`src/rtl/fp32_mul_responder.sv`:
```
// rtl/fp32_mul_responder.sv - fp32 multiply responder: trig/vld handshake, iterative shift-add, RNE
// Normal operands go through MUL/NORM/ROUND; zero, denormal, Inf and NaN operands take the SPEC shortcut.
module fp32_mul_responder #(
  parameter int BITS_PER_CYC = 1
) (
  input  logic        sys_clk,
  input  logic        sys_rst_n,
  input  logic [31:0] data1_in,
  input  logic [31:0] data2_in,
  input  logic        trig,
  output logic [31:0] data_out,
  output logic        vld,
  output logic        busy
);

  localparam int N = 24 / BITS_PER_CYC;

  typedef enum logic [2:0] {
    S_IDLE,
    S_MUL,
    S_SPEC,
    S_NORM,
    S_ROUND
  } state_t;

  state_t             r_state;
  state_t             w_next;

  logic               r_sign;
  logic signed [9:0]  r_exp;
  logic [47:0]        r_mcand;
  logic [23:0]        r_mplier;
  logic [47:0]        r_prod;
  logic [4:0]         r_cnt;
  logic [31:0]        r_spec_res;
  logic [22:0]        r_frac;
  logic               r_guard;
  logic               r_sticky;

  // Operand classification
  logic [7:0]         w_ea;
  logic [7:0]         w_eb;
  logic [22:0]        w_fa;
  logic [22:0]        w_fb;
  logic               w_sign;
  logic               w_a_zero;
  logic               w_b_zero;
  logic               w_a_inf;
  logic               w_b_inf;
  logic               w_a_nan;
  logic               w_b_nan;
  logic               w_is_spec;
  logic [31:0]        w_spec_res;
  logic signed [9:0]  w_exp_cap;

  assign w_ea      = data1_in[30:23];
  assign w_eb      = data2_in[30:23];
  assign w_fa      = data1_in[22:0];
  assign w_fb      = data2_in[22:0];
  assign w_sign    = data1_in[31] ^ data2_in[31];
  assign w_a_zero  = (w_ea == 8'h00);
  assign w_b_zero  = (w_eb == 8'h00);
  assign w_a_inf   = (w_ea == 8'hFF) && (w_fa == 23'd0);
  assign w_b_inf   = (w_eb == 8'hFF) && (w_fb == 23'd0);
  assign w_a_nan   = (w_ea == 8'hFF) && (w_fa != 23'd0);
  assign w_b_nan   = (w_eb == 8'hFF) && (w_fb != 23'd0);
  assign w_is_spec = w_a_zero | w_b_zero | (w_ea == 8'hFF) | (w_eb == 8'hFF);
  assign w_exp_cap = $signed({2'b00, w_ea}) + $signed({2'b00, w_eb}) - 10'sd127;

  always_comb begin
    w_spec_res = {w_sign, 31'd0};
    if (w_a_nan || w_b_nan || (w_a_inf && w_b_zero) || (w_b_inf && w_a_zero)) begin
      w_spec_res = 32'h7FC0_0000;
    end else if (w_a_inf || w_b_inf) begin
      w_spec_res = {w_sign, 8'hFF, 23'd0};
    end
  end

  // Shift-add step: retire BITS_PER_CYC multiplier LSBs per cycle
  logic [47:0] w_acc;

  always_comb begin
    w_acc = r_prod;
    for (int i = 0; i < BITS_PER_CYC; i++) begin
      if (r_mplier[i]) begin
        w_acc = w_acc + (r_mcand << i);
      end
    end
  end

  // Normalisation of the 48-bit product (always in [1,4) for normal operands)
  logic [22:0]        w_norm_frac;
  logic               w_norm_guard;
  logic               w_norm_sticky;
  logic signed [9:0]  w_norm_exp;

  always_comb begin
    if (r_prod[47]) begin
      w_norm_frac   = r_prod[46:24];
      w_norm_guard  = r_prod[23];
      w_norm_sticky = |r_prod[22:0];
      w_norm_exp    = r_exp + 10'sd1;
    end else begin
      w_norm_frac   = r_prod[45:23];
      w_norm_guard  = r_prod[22];
      w_norm_sticky = |r_prod[21:0];
      w_norm_exp    = r_exp;
    end
  end

  // Round to nearest even; a carry out of the fraction leaves frac=0 and bumps the exponent
  logic               w_inc;
  logic [23:0]        w_sum;
  logic signed [9:0]  w_exp_fin;
  logic [31:0]        w_round_res;

  always_comb begin
    w_inc     = r_guard & (r_sticky | r_frac[0]);
    w_sum     = {1'b0, r_frac} + {23'd0, w_inc};
    w_exp_fin = w_sum[23] ? (r_exp + 10'sd1) : r_exp;
    if (w_exp_fin >= 10'sd255) begin
      w_round_res = {r_sign, 8'hFF, 23'd0};
    end else if (w_exp_fin <= 10'sd0) begin
      w_round_res = {r_sign, 31'd0};
    end else begin
      w_round_res = {r_sign, w_exp_fin[7:0], w_sum[22:0]};
    end
  end

  always_comb begin
    w_next = r_state;
    case (r_state)
      S_IDLE:  if (trig) w_next = w_is_spec ? S_SPEC : S_MUL;
      S_MUL:   if (r_cnt == 5'(N - 1)) w_next = S_NORM;
      S_NORM:  w_next = S_ROUND;
      S_ROUND: w_next = S_IDLE;
      S_SPEC:  w_next = S_IDLE;
      default: w_next = S_IDLE;
    endcase
  end

  always_ff @(posedge sys_clk or negedge sys_rst_n) begin
    if (!sys_rst_n) begin
      r_state <= S_IDLE;
    end else begin
      r_state <= w_next;
    end
  end

  always_ff @(posedge sys_clk or negedge sys_rst_n) begin
    if (!sys_rst_n) begin
      r_sign     <= 1'b0;
      r_exp      <= 10'sd0;
      r_mcand    <= 48'd0;
      r_mplier   <= 24'd0;
      r_prod     <= 48'd0;
      r_cnt      <= 5'd0;
      r_spec_res <= 32'd0;
      r_frac     <= 23'd0;
      r_guard    <= 1'b0;
      r_sticky   <= 1'b0;
      data_out   <= 32'd0;
      vld        <= 1'b0;
    end else begin
      vld <= 1'b0;
      case (r_state)
        S_IDLE: begin
          if (trig) begin
            r_sign     <= w_sign;
            r_exp      <= w_exp_cap;
            r_mcand    <= {24'd0, 1'b1, w_fa};
            r_mplier   <= {1'b1, w_fb};
            r_prod     <= 48'd0;
            r_cnt      <= 5'd0;
            r_spec_res <= w_spec_res;
          end
        end
        S_MUL: begin
          r_prod   <= w_acc;
          r_mcand  <= r_mcand << BITS_PER_CYC;
          r_mplier <= r_mplier >> BITS_PER_CYC;
          r_cnt    <= r_cnt + 5'd1;
        end
        S_NORM: begin
          r_frac   <= w_norm_frac;
          r_guard  <= w_norm_guard;
          r_sticky <= w_norm_sticky;
          r_exp    <= w_norm_exp;
        end
        S_ROUND: begin
          data_out <= w_round_res;
          vld      <= 1'b1;
        end
        S_SPEC: begin
          data_out <= r_spec_res;
          vld      <= 1'b1;
        end
        default: ;
      endcase
    end
  end

  assign busy = (r_state != S_IDLE);

endmodule

```
`config.mk`:
```
export PLATFORM = sky130hd
export DESIGN_NAME = fp32_mul_responder
export DESIGN_NICKNAME = d
export VERILOG_FILES = /design/src/rtl/fp32_mul_responder.sv
export SDC_FILE = /design/constraint.sdc
export NUM_CORES = 1
export LEC_CHECK = 0
export CAP_MARGIN = 25
export CORE_ASPECT_RATIO = 1.25
export CORE_MARGIN = 3
export CORE_UTILIZATION = 36
export CTS_BUF_LIST = sky130_fd_sc_hd__clkbuf_4
export DETAILED_ROUTE_END_ITERATION = 7
export GPL_TIMING_DRIVEN = 0
export PLACE_DENSITY = 0.52
export SETUP_SLACK_MARGIN = 0.15
export SYNTH_ARGS = -nofsm -noshare
export SYNTH_HDL_FRONTEND = slang
export SYNTH_SLANG_ARGS = --single-unit
```
`constraint.sdc`:
```
create_clock -name sys_clk -period 6.3 [get_ports sys_clk]
set_clock_uncertainty 0.05 [all_clocks]
set_input_delay 0.63 -clock sys_clk [delete_from_list [all_inputs] [get_ports sys_clk]]
set_output_delay 0.63 -clock sys_clk [all_outputs]
set_load 0.02 [all_outputs]
```
# Word level (Yosys, flattened, before mapping)
# Cells that the tools add are included.
# totals
reg_bits	229
inputBits	67
output_inout_bits	34
# classes
addsub	6
n_lt_le_gt_ge	2
n_eq_ne	11
muxes	26
bitwise	6
n_reduce_logical	29
# op_table
operator	count
$pmux W48 S2	2
$mux W48	3
$mux W31	3
$pmux W32 S2	1
$add A48 B48 Y48	1
$pmux W24 S2	1
$logic_not A23 Y1	2
$reduce_bool A23 Y1	2
$mux W32	1
$mux W10	3
$add A23 B1 Y24	1
$mux W24	1
$mux W23	1
$reduce_or A23 Y1	1
$reduce_or A22 Y1	1
$pmux W10 S2	1
$eq A8 B8 Y1 const B	2
$logic_not A8 Y1	2
$add A10 B2 Y10 const B	1
$ge A10 B9 Y1 const B	1
$le A10 B1 Y1 const B	1
$pmux W5 S2	1
$sub A9 B7 Y10 const B	1
$add A8 B8 Y9	1
22 further kinds	45

# Longest topological paths before layout
# logic_depth
ltp_word	8
ltp_mapped	14

# Worst setup path after synthesis
# No wires, ideal clock.
# synth_timing
kind	flip-flop to flip-flop
startpoint	register r_mcand[0]
endpoint	register r_prod[42]
t_arrival_ps	2673
setup_slack_ps	3508
path_stages_with_launch	13
path_buffers	0
synth_period_minus_slack_ps	2792
cell_sequence	dfrtp_1 -> ha_1 -> inv_1 -> fa_1 -> nand2b_1 -> a21oi_1 -> o21ai_0 -> a21oi_1 -> a41o_1 -> a21oi_1 -> a21bo_2 -> or4_1 -> nand3_1
# synth_between
elab_chain_cells	3
# synth_rtl
item	line	source
from (decl)	31	logic [47:0] r_mcand;
from (signal assigned)	171	r_mcand <= {24'd0, 1'b1, w_fa};
from (signal assigned)	180	r_mcand <= r_mcand << BITS_PER_CYC;
$add A48 B48 Y48	86	w_acc = w_acc + (r_mcand << i);
$mux W48	85	if (r_mplier[i]) begin
$pmux W48 S2	166	case (r_state)
to (signal assigned)	179	r_prod <= w_acc;
to (decl)	33	logic [47:0] r_prod;
# Every way passes these cells. The select of a mux whose other input is x is not followed.
# A chain may end at the register's enable or synchronous reset.

# Final worst setup path
# layout_timing
startpoint	register r_mcand[1]
endpoint	register r_prod[47]
# Same word-level chain as after synthesis.

==> summary.txt <==
Outcome
  • Status: finished clean

Setup path
  • Highest net fanout along the worst path: 5
  • Crit path cell chain: ha_1 > a211oi_1 > o21ai_0 > o21ai_1 > nand2b_1 > a31oi_1 > o21ai_1 > a21oi_1 > a31oi_1 > o32ai_1
  • Crit path required time: 6.81 ns
  • Crit Path Class: reg2reg
  • Crit path capture type: flop
  • CP max stage cell: a31oi_1
  • Crit path buffers/inverters: 0
  • CP startpoint kind: flop
  • Crit path DAT: 4.18 ns
  • Max stage delay on crit path: 0.51 ns
  • CP top delay family: compound AO/OA/AOI/OAI gates

Clock network
  • CTS resizes: 0
  • Hold-fix buffers, CTS: 1
  • CTS tree: done
  • CTS sink count: 200
  • Htree depth: 4
  • Worst-Skew Late Latency: 0.65 ns
  • Clock tree buffer depth: 2
  • Inserted Clock Buffers: 17
  • Clock-pin slew on the worst setup and hold paths: 0.18 ns
  • # Post-CTS Setup Buffers: 0
  • CTS Root Cell: clkbuf_4

GRT
  • GRT Residual Overflow: 0
  • Vias in the first global route: 11045
  • Antenna violations before repair: 3
  • Gr usage total: 19.2%
  • Global-route track usage on met1: 24.6%
  • GRT met2 Usage: 33.6%
  • First-pass GRT wire length: 58.1 mm
  • Global route hottest layer: met2
  • Largest net degree at the start of global routing: 72
  • Met3 GRT Util: 2.53%

Yosys
  • Netlist cell types: 71
  • Synth top cells by count: nand2_1 (321), dfrtp_1 (200), nor2_1 (112), o21ai_0 (112), a21oi_1 (87)
  • Cells after Synth: 1521
  • Ranking of synthesized cells by area: dfrtp_1 (40%), nand2_1 (9.5%), ha_1 (6.5%)
  • Number of flops mapped to enable cells by yosys: 0
  • Mapped Area: 12600 sq um
  • Dominant cell type by area after synthesis: dfrtp_1
  • Synth warnings: 0
  • Seq/Total Area, Yosys: 39.6%
  • Main synth FF type: dfrtp_1
  • Post-Syn Nets: 1656
  • Async set-reset flop share out of synthesis: 100%
  • Share of the synthesized area in the top cell type: 39.6%
  • #FFs+latches synth: 200
  • Most frequent cell after synthesis: nand2_1
  • Syn_area_per_cell: 8.31 sq um

Placement
  • Place WS: 2.74 ns
  • # port buffers: 100
  • Gpl congestion: 0.915
  • DP HPWL: 27.8 mm
  • Post-DP Area: 14300 sq um
  • Placed instance count: 2091

Drt
  • Via density: 5.32
  • Initial DRC Count: 739
  • DRT Wirelength: 36.2 mm
  • DRT antenna net count: 0
  • Vias: 11301
  • WL per Instance: 17.0 um
  • Pre-antenna DRT Iters: 7
  • Post-route DRC: 0

Timing
  • Worst-Margin Slew: 0.898 ns
  • RSZ-0062 raised after global routing: no
  • Setup TNS: 0 ns
  • Final worst slack: 2.63 ns
  • Hold Vio Cnt, Final: 0
  • Final worst path period share: 58.3%
  • Final setup fails: 0
  • Fmax: 272 MHz
  • Max Transition Viols Final: 0
  • Crit path time final: 3.67 ns
  • Slew margin rel.: 40.2%
  • Worst Hold Slack: 0.410 ns

Power and ir drop
  • Max VDD drop: 0.172 mV
  • Pwr dens: 559 nW/um^2
  • Internal power: 4.12 mW
  • Logic pwr share: 61.1%
  • Clock Power Share: 9.7%
  • Switch share: 49.6%
  • Switching power total: 4.06 mW
  • Part of the power in registers: 29.2%
  • Leak: 6.37 nW

Final layout
  • Nets: 1778
  • Area of the multi-input gates: 7120 sq um
  • Design Area, Final: 14600 sq um
  • Fin cells: 2125
  • Area grow syn2layout: 15.7%
  • Layout fillers: 3632
  • FF+latch area: 5000 sq um
  • Layout cells sized above 1: 4.90%

Floorplan
  • I/O pin cnt: 101
  • Initial Util: 36.6%
  • Chip height: 216 um
  • Std-Cell Rows: 76
  • Core area: 34500 sq um
  • Die area: 37400 sq um
  • Die W: 174 um

Run
  • Max cap viols: 0

Worst hold path
  • Worst Hold Class: in2async
-- worst paths after layout --
kind | start | to | slack, ns | cells after the start
worst min register to register | data_out[14] | data_out[14] | 0.44 | 2
worst max register to register | r_mcand[1] | r_prod[47] | 2.63 | 10
max in group asynchronous | sys_rst_n | data_out[28] | 5.02 | 3
worst max-delay path | r_mcand[1] | r_prod[47] | 2.63 | 10
worst min-delay path | sys_rst_n | r_mcand[19] | 0.41 | 2
min in group sys_clk | data_out[14] | data_out[14] | 0.44 | 2
-- area by class of cell --
cell class                 count  share of cell area [%]
multi-input combinational   1197                    48.7
sequential                   200                    34.2
timing repair buffer         103                    7.32
tap                          468                    4.00
buffer                        95                    2.79
clock inverter                13                    1.32
clock buffer                  17                   0.872
inverter                      29                   0.744
antenna                        3                  0.0513
-- flip-flops by register name (all words and copies together) (netlist names) --
signal / cells
r_sticky: 1
r_sign: 1
r_guard: 1
r_mplier: 24
data_out: 32
r_state: 3
r_frac: 23
r_prod: 48
r_mcand: 48
r_exp: 10
r_cnt: 5
vld: 1
r_spec_res: 3
-- worst reg2reg max path, stage by stage (launching register included) --
cell and delay [ns]:
dfrtp_1 0.46, ha_1 0.33, a211oi_1 0.27, o21ai_0 0.25, o21ai_1 0.34, nand2b_1 0.16, a31oi_1 0.51, o21ai_1 0.33
a21oi_1 0.43, a31oi_1 0.14, o32ai_1 0.31
-- cell families (layout without fill, tap and decap cells) --
kind of cell	after synthesis	in the layout	share of synthesized area, %
AOI/OAI and AO/OA	385	385	18.9
xor gates and xnor gates	83	83	5.81
adders and majority gates	68	68	6.85
buffers and inverters	124	257	4.09
DFF	200	200	39.6
muxes	29	29	2.30
other	0	3	0
and+or+nand+nor	632	632	22.4
-- placed cells by master, fill, tap and decap left out, types with 5 or more instances in the layout --
cell,count
xor2_1,43
a22o_1,7
nand4_1,27
inv_1,29
mux2i_1,29
and3_1,18
nand2b_1,8
nand3_1,59
clkbuf_1,82
a21o_1,25
o31ai_1,6
nor3_1,25
nor2_1,112
a211oi_1,9
ha_1,66
dfrtp_1,200
nor4_1,22
o22ai_1,5
o21bai_1,7
xnor2_1,39
o21ai_2,20
nor2b_1,7
clkdlybuf4s50_1,99
a31oi_1,58
and4_1,6
clkbuf_4,17
o21ai_1,5
nand2_1,321
buf_2,6
o21ai_0,112
o21a_1,7
a21oi_1,87
-- power by group through the flow --
stage / logic [mW] / registers [mW] / clock network, mW
finish: 4.99 / 2.39 / 0.795
global route: 5.63 / 2.47 / 0.867
CTS: 5.01 / 2.39 / 0.823
detailed placement: 4.98 / 2.42 / 0
global placement: 4.92 / 2.41 / 0
floorplan: 3.72 / 2.27 / 0
-- metal layers --
layer  part of all wire, %  wire length, um
met1                    45            16300
met2                    50            17900
met3                   3.1             1110
met5                     0                0
met4                   2.2              800
-- through the flow --
step           util, %  total power, mW
2_1_floorplan        -             5.99
3_3_place_gp      41.2             7.33
3_5_place_dp      41.4             7.40
4_1_cts           42.4             8.22
5_1_grt           42.4             8.97
6_report          42.4             8.17
Power figures use the tool's default switching activity.
